<file path="config.mk">
export PLATFORM = sky130hd
export DESIGN_NAME = mem_access_unit
export DESIGN_NICKNAME = d
export VERILOG_FILES = /design/src/rtl/mem_access_unit.sv
export SDC_FILE = /design/constraint.sdc
export NUM_CORES = 1
export LEC_CHECK = 0
export BUFFER_PORTS_ARGS = -buffer_cell sky130_fd_sc_hd__buf_2
export CORE_MARGIN = 2
export CORE_UTILIZATION = 55
export CTS_CLUSTER_SIZE = 40
export DETAILED_ROUTE_END_ITERATION = 7
export PLACE_DENSITY = 0.8
export SYNTH_ARGS = -nofsm -noshare
export SYNTH_HDL_FRONTEND = slang
export SYNTH_SLANG_ARGS = --single-unit
</file>
<file path="constraint.sdc">
create_clock -name clk -period 9.7 [get_ports clk]
set_input_delay 1.94 -clock clk [delete_from_list [all_inputs] [get_ports clk]]
set_output_delay 1.94 -clock clk [all_outputs]
set_load 0.005 [all_outputs]
</file>
<file path="src/rtl/mem_access_unit.sv">
`timescale 1ns/1ps
`default_nettype none
// +----------------------------------------------------------------------------+
// | mem_access_unit: splits 32-bit byte/half/word loads and stores into         |
// | big-endian byte accesses on a registered-read, byte-wide RAM port.          |
// | Optional: MAU_ALIGN_CHECK_EN rejects misaligned half/word requests.         |
// | Revision: 1.0                                                               |
// +----------------------------------------------------------------------------+
module mem_access_unit #(
    parameter int ADDRESS_WIDTH = 32,
    parameter int DATA_WIDTH    = 32
) (
    input  logic                     clk,
    input  logic                     reset,
    input  logic                     req_valid_i,
    output logic                     req_ready_o,
    input  logic                     req_write_i,
    input  logic [1:0]               req_size_i,
    input  logic                     req_signed_i,
    input  logic [ADDRESS_WIDTH-1:0] req_addr_i,
    input  logic [DATA_WIDTH-1:0]    req_wdata_i,
    output logic                     rsp_valid_o,
    output logic [DATA_WIDTH-1:0]    rsp_rdata_o,
    output logic                     rsp_error_o,
    output logic [ADDRESS_WIDTH-1:0] ram_addr_o,
    output logic [7:0]               ram_wdata_o,
    output logic                     ram_we_o,
    input  logic [7:0]               ram_rdata_i,
    input  logic                     ram_busy_i
);

    typedef enum logic [2:0] {
        ST_IDLE    = 3'd0,
        ST_RD_ADDR = 3'd1,
        ST_RD_DATA = 3'd2,
        ST_WR      = 3'd3,
        ST_RESP    = 3'd4
    } state_t;

    state_t                   state_q, state_d;
    logic                     ready_q;
    logic                     write_q, write_d;
    logic [1:0]               size_q, size_d;
    logic                     signed_q, signed_d;
    logic [ADDRESS_WIDTH-1:0] addr_q, addr_d;
    logic [DATA_WIDTH-1:0]    wdata_q, wdata_d;
    logic [1:0]               k_q, k_d;
    logic [23:0]              acc_q, acc_d;
    logic                     err_q, err_d;
    logic [DATA_WIDTH-1:0]    rdata_q, rdata_d;
    logic [ADDRESS_WIDTH-1:0] ram_addr_q, ram_addr_d;
    logic [7:0]               ram_wdata_q, ram_wdata_d;

    logic [1:0]               last_k;
    logic [1:0]               wr_idx;
    logic [7:0]               wr_byte;
    logic [ADDRESS_WIDTH-1:0] byte_addr;
    logic [31:0]              raw;
    logic                     misalign;
    logic                     req_err;

    assign last_k    = (size_q == 2'b00) ? 2'd0 : (size_q == 2'b01) ? 2'd1 : 2'd3;
    assign byte_addr = addr_q + ADDRESS_WIDTH'(k_q);
    // Byte 0 is the most significant byte of the right-aligned store data
    assign wr_idx    = last_k - k_q;
    assign wr_byte   = 8'(wdata_q >> {wr_idx, 3'b000});
    assign raw       = {acc_q, ram_rdata_i};

`ifdef MAU_ALIGN_CHECK_EN
    assign misalign = ((req_size_i == 2'b01) && req_addr_i[0]) ||
                      ((req_size_i == 2'b10) && (req_addr_i[1:0] != 2'b00));
`else
    assign misalign = 1'b0;
`endif
    assign req_err = (req_size_i == 2'b11) || misalign;

    assign req_ready_o = (state_q == ST_IDLE) && ready_q;
    assign rsp_valid_o = (state_q == ST_RESP);
    assign rsp_error_o = (state_q == ST_RESP) && err_q;
    assign ram_we_o    = (state_q == ST_WR);
    assign rsp_rdata_o = rdata_q;
    assign ram_addr_o  = ram_addr_d;
    assign ram_wdata_o = ram_wdata_d;

    always_comb begin
        state_d     = state_q;
        write_d     = write_q;
        size_d      = size_q;
        signed_d    = signed_q;
        addr_d      = addr_q;
        wdata_d     = wdata_q;
        k_d         = k_q;
        acc_d       = acc_q;
        err_d       = err_q;
        rdata_d     = rdata_q;
        ram_addr_d  = ram_addr_q;
        ram_wdata_d = ram_wdata_q;
        case (state_q)
            ST_IDLE: begin
                if (req_valid_i && req_ready_o) begin
                    write_d  = req_write_i;
                    size_d   = req_size_i;
                    signed_d = req_signed_i;
                    addr_d   = req_addr_i;
                    wdata_d  = req_wdata_i;
                    k_d      = 2'd0;
                    acc_d    = 24'd0;
                    err_d    = req_err;
                    if (req_err) begin
                        rdata_d = '0;
                        state_d = ST_RESP;
                    end else if (req_write_i) begin
                        state_d = ST_WR;
                    end else begin
                        state_d = ST_RD_ADDR;
                    end
                end
            end
            ST_RD_ADDR: begin
                ram_addr_d = byte_addr;
                state_d    = ST_RD_DATA;
            end
            ST_RD_DATA: begin
                // A busy RAM returns garbage; the same byte is simply re-addressed
                if (ram_busy_i) begin
                    state_d = ST_RD_ADDR;
                end else begin
                    acc_d = raw[23:0];
                    k_d   = k_q + 2'd1;
                    if (k_q == last_k) begin
                        case (size_q)
                            2'b00:   rdata_d = {{24{signed_q & raw[7]}}, raw[7:0]};
                            2'b01:   rdata_d = {{16{signed_q & raw[15]}}, raw[15:0]};
                            default: rdata_d = raw;
                        endcase
                        state_d = ST_RESP;
                    end else begin
                        state_d = ST_RD_ADDR;
                    end
                end
            end
            ST_WR: begin
                ram_addr_d  = byte_addr;
                ram_wdata_d = wr_byte;
                k_d         = k_q + 2'd1;
                if (k_q == last_k) begin
                    rdata_d = '0;
                    state_d = ST_RESP;
                end
            end
            ST_RESP: begin
                state_d = ST_IDLE;
            end
            default: begin
                state_d = ST_IDLE;
            end
        endcase
    end

    always_ff @(posedge clk or posedge reset) begin
        if (reset) begin
            state_q     <= ST_IDLE;
            ready_q     <= 1'b0;
            write_q     <= 1'b0;
            size_q      <= 2'b00;
            signed_q    <= 1'b0;
            addr_q      <= '0;
            wdata_q     <= '0;
            k_q         <= 2'd0;
            acc_q       <= 24'd0;
            err_q       <= 1'b0;
            rdata_q     <= '0;
            ram_addr_q  <= '0;
            ram_wdata_q <= 8'd0;
        end else begin
            state_q     <= state_d;
            ready_q     <= 1'b1;
            write_q     <= write_d;
            size_q      <= size_d;
            signed_q    <= signed_d;
            addr_q      <= addr_d;
            wdata_q     <= wdata_d;
            k_q         <= k_d;
            acc_q       <= acc_d;
            err_q       <= err_d;
            rdata_q     <= rdata_d;
            ram_addr_q  <= ram_addr_d;
            ram_wdata_q <= ram_wdata_d;
        end
    end

endmodule
`default_nettype wire

</file>
# Yosys cells after proc, flatten, opt, wreduce, memory -nomap -nowiden
# Index checks and enable logic that the tools add are counted.
[word_totals]
reg_bits = 170
latch_bits = 0
ramBits = 0
romBits = 0
output_inout_bits = 76
wordCells = 67
n_memories = 0
[op_classes]
n_addsub = 3
mul = 0
div = 0
n_lt_le_gt_ge = 0
eq_ne = 12
shifts = 1
n_mux = 24
n_bitwise = 2
n_reduce_logical = 13
[ops]
columns = ["cell", "count"]
rows = [
  ["32-bit 2-to-1 mux", 6],
  ["32-bit case mux with 3 select lines", 1],
  ["32-bit case mux with 2 select lines", 1],
  ["24-bit 2-to-1 mux", 2],
  ["24-bit case mux with 2 select lines", 1],
  ["32-bit by 2-bit adder with 32-bit output", 1],
  ["32-bit by 5-bit >> shifter with 8-bit output", 1],
  ["3-bit 2-to-1 mux", 5],
  ["3-bit case mux with 4 select lines", 1],
  ["2-bit 2-to-1 mux", 5],
  ["8-bit 2-to-1 mux", 1],
  ["3-bit by 2-bit equality test with 1-bit output, second input constant", 2],
  ["2-bit inequality test, second input constant", 3],
  ["2-bit case mux with 3 select lines", 1],
  ["3-bit AND reduction", 2],
  ["6-bit AND reduction", 1],
  ["2-bit by 1-bit inequality test with 1-bit output, second input constant", 2],
  ["2-bit AND reduction", 2],
  ["3-bit by 1-bit equality test with 1-bit output, second input constant", 1],
  ["3-bit equality test, second input constant", 1],
  ["1-bit logical AND", 3],
  ["3-bit zero test", 1],
  ["3-bit nonzero test", 1],
  ["2-bit by 1-bit adder with 2-bit output, second input constant", 1],
  ["other kinds (8)", 9],
]

# Logic depth before layout (Yosys ltp)
[depth]
word_depth = 7
ltp_mapped = 9

# Least setup slack after synthesis
# Ideal clock, no wire load.
[synth_path]
path_kind = "register to output"
start = "reg k_q[0]"
end = "out ram_addr_o[24]"
arrival_time_ns = 2.583
required_ns = 7.760
slack_ns = 5.177
path_stages_with_launch = 9
path_buffers = 1
cell_sequence = "dfrtp_1 > ha_1 > inv_1 > fa_1 > nand4b_1 > or4_1 > buf_2 > or4_1 > a31oi_1"
[synth_via]
elab_chain_len = 2
[synth_lines]
columns = ["element", "line", "rtl"]
rows = [
  ["start, declared", "47", "logic [1:0] k_q, k_d;"],
  ["start signal, assigned", "183", "k_q <= k_d;"],
  ["32-bit by 2-bit adder with 32-bit output", "63", "assign byte_addr = addr_q + ADDRESS_WIDTH'(k_q);"],
  ["32-bit 2-to-1 mux", "98", "case (state_q)"],
  ["end, declared", "25", "output logic [ADDRESS_WIDTH-1:0] ram_addr_o,"],
]
# Every way passes these cells.

# Final worst setup path
# Ends and elaborated chain as after synthesis.

==> flow_summary.json <==
{
  "status": "completed",
  "power_frac_clock": 0.243,
  "layout-drive-gt1-share": 0.3365,
  "seq_area_frac_synth": 0.5532,
  "synth_cell_types": 45,
  "setup_slack_ns": 4.062,
  "cts_buffers": 17,
  "vias": 5705,
  "crit_type": "register to output port",
  "p_sw_frac": 0.3495,
  "cts.clk_slew.worst_paths_ns": 0.06,
  "htreeDepth": 4,
  "arrival_ns": 3.70,
  "yosysTopAreaCell": "dfrtp_1",
  "ctsHoldBuffers": 0,
  "hp-start": "acc_q[23]$_DFFE_PP0P_",
  "r2r-start": "k_q[0]$_DFFE_PP0P_",
  "clock-root-buffer": "clkbuf_16",
  "end_kind": "output port",
  "power.switching_uw": 1094,
  "setup_viol": 0,
  "drv_cap": 0,
  "n_antenna_cell": 0,
  "synth_seq_cells": 170,
  "synthCells": 690,
  "ios": 156,
  "wirelength_um": 17260,
  "antenna_found_initial": 2,
  "synth_mux_area_frac": 0.1678,
  "worstMarginPinSlew_ns": 1.190,
  "synthTopCellsByCount": "dfrtp_1, nand2_1, mux2_2, o21ai_0, mux2i_1",
  "syn_nets": 774,
  "final_antenna_net_count": 0,
  "globalplace.congestion": 0.8220,
  "finClkSkew_ns": 0.01251,
  "synthAdderAreaFrac": 0.007485,
  "die_h_um": 122.2,
  "yosys.cell_count.top_type": "dfrtp_1",
  "first_global_vias": 5701,
  "drt_first_pass_iters": 5,
  "synth_area_mm2": 0.007690,
  "cts_tree": "done",
  "cts_resized": 0,
  "critPathLaunch": "k_q[0]$_DFFE_PP0P_",
  "hold_path_class": "register to register",
  "hpwl_um": 11600,
  "viasPerCell": 5.604,
  "p_seq_frac": 0.402,
  "hold_viol_final": 0,
  "io_buffers": 155,
  "drtIter0Drc": 413,
  "synth_compound_area_frac": 0.07859,
  "fp.coreArea_mm2": 0.01377,
  "synth_edf_count": 0,
  "grt_use_total": 0.2431,
  "post-route-min-period_ns": 5.638,
  "internal_power_uw": 2036,
  "clock_latency_ns": 0.43,
  "grt_first_pass_wirelength_um": 28320,
  "relSlewSlack": 0.2070,
  "initial_core_util": 0.5583,
  "synth_area_leaders": "dfrtp_1, mux2_2, nand2_1",
  "async_reset_ff_frac": 1.000,
  "cts.path.max_buffers": 2,
  "required_ns": 7.76,
  "area_growth_pct": 20.14,
  "period_share": 0.5812,
  "grt_max_degree": 90,
  "yosysTopAreaCellShare": 0.5532,
  "p_per_area_mw_per_mm2": 338.8,
  "drc": 0,
  "die_area_mm2": 0.01494,
  "postSynthAreaPerCell_um2": 11.14,
  "synth-xor-area-share": 0.01481,
  "grt.overflow.total": 0,
  "path_max_fanout": 19,
  "nNetsFinal": 910,
  "clock.fmax_ghz": 0.1774,
  "synthFlopType": "dfrtp_1",
  "fin_tns_setup_ns": 0,
  "die_w_um": 122.2,
  "vdd_drop_max_v": 0.0001740,
  "rsz0062_at_grt": "false",
  "rows": 43,
  "synth-simple-area-share": 0.1411,
  "yosysWarnings": 0,
  "wl_per_cell_um": 16.96,
  "start_kind": "register",
  "pre_cts_slack_ns": 4.545,
  "synth_top_family_by_area": "multiplexers",
  "p_comb_frac": 0.355,
  "finalMaxSlewViolations": 0,
  "cts.sinks": 170,
  "p_leak_uw": 0.004327,
  "cts_setup_buffers": 0
}
-- layout by cell type, fill, tap and decap left out, types with 11 or more instances in the layout --
| cell type | n |
|---|---|
| and3_1 | 19 |
| nand2b_1 | 19 |
| nand3_1 | 14 |
| o21ai_0 | 44 |
| dfrtp_1 | 170 |
| xnor2_1 | 11 |
| a21oi_1 | 13 |
| a31oi_1 | 18 |
| or4_1 | 15 |
| nand2_1 | 86 |
| buf_2 | 155 |
| mux2i_1 | 31 |
| inv_1 | 27 |
| clkbuf_16 | 17 |
| o31ai_1 | 11 |
| nor2_1 | 23 |
| mux2_2 | 85 |
-- sequential cells by signal, indices dropped and copies added, names as in the netlist --
name         cells
addr_q          32
k_q              2
ready_q          1
ram_wdata_q      8
state_q          3
ram_addr_q      32
size_q           2
err_q            1
signed_q         1
acc_q           24
rsp_rdata_o     32
wdata_q         32
-- routing by layer --
layer	vias to the layer above	share of wire	GRT usage
met3	37	0.058	0.07110
li1	2703	-	-
met4	2	0.021	0.08549
met1	2802	0.43	0.3246
met5	-	0.00075	0
met2	161	0.49	0.3813
-- final timing paths --
path                                             to  slack (ns)  cells past startpoint
max                                  ram_addr_o[24]        4.06                      8
min                           acc_q[23]$_DFFE_PP0P_        0.47                      2
max reg2reg                ram_addr_q[24]$_DFF_PP0_        6.49                      7
min reg2reg                   acc_q[23]$_DFFE_PP0P_        0.47                      2
max in group asynchronous   wdata_q[23]$_DFFE_PP0P_        6.52                      3
min in group asynchronous    addr_q[23]$_DFFE_PP0P_        1.66                      2
-- per-stage QoR --
stage | instance area [um^2] | hold WS, ns | power [uW] | cells | utilization
after floorplan | 7690 | 0.4413 | 1974 | 690 | -
after global placement | 8583 | 0.4544 | 2308 | 987 | 0.6232
after detailed placement | 8583 | 0.4636 | 2374 | 987 | 0.6232
after CTS | 9239 | 0.4783 | 3144 | 1018 | 0.6708
after global routing | 9239 | 0.5089 | 3344 | 1018 | 0.6708
final | 9239 | 0.4719 | 3130 | 1018 | 0.6708
-- cell type report --
class / count / area [um^2]
Tap cell: 180 / 225.2
Clock buffer: 19 / 432.9
Sequential cell: 170 / 4254
Clock inverter: 12 / 222.7
Inverter: 28 / 110.1
Timing Repair Buffer: 159 / 805.8
Multi-Input combinational cell: 450 / 3188
Fill cell: 1058 / 4534
-- power by group through the flow --
| stage | sequential (uW) | clock (uW) | combinational (uW) |
|---|---|---|---|
| 3_5_place_dp | 1260 | 0 | 1110 |
| 5_1_grt | 1300 | 802 | 1240 |
| 6_report | 1260 | 760 | 1110 |
| 4_1_cts | 1250 | 767 | 1120 |
| 3_3_place_gp | 1240 | 0 | 1070 |
| 2_1_floorplan | 1180 | 0 | 795 |
-- kinds of logic after synthesis --
family | count (synthesis)
AND/OR/NAND/NOR | 215
adder cells (fa/ha/maj) | 4
flip-flops | 170
AO/OA/AOI/OAI | 100
multiplexers | 117
other | 1
XOR/XNOR | 13
buffers and inverters | 70
-- critical path, stage by stage (launching register included) --
cell and delay, ns:
dfrtp_1 0.46, ha_1 0.21, inv_1 0.05, fa_1 0.41, nand4b_1 0.28, or4_1 0.83
or4_1 0.60, a31oi_1 0.26, buf_2 0.16
Note: power is estimated with default switching activity, not from simulation.
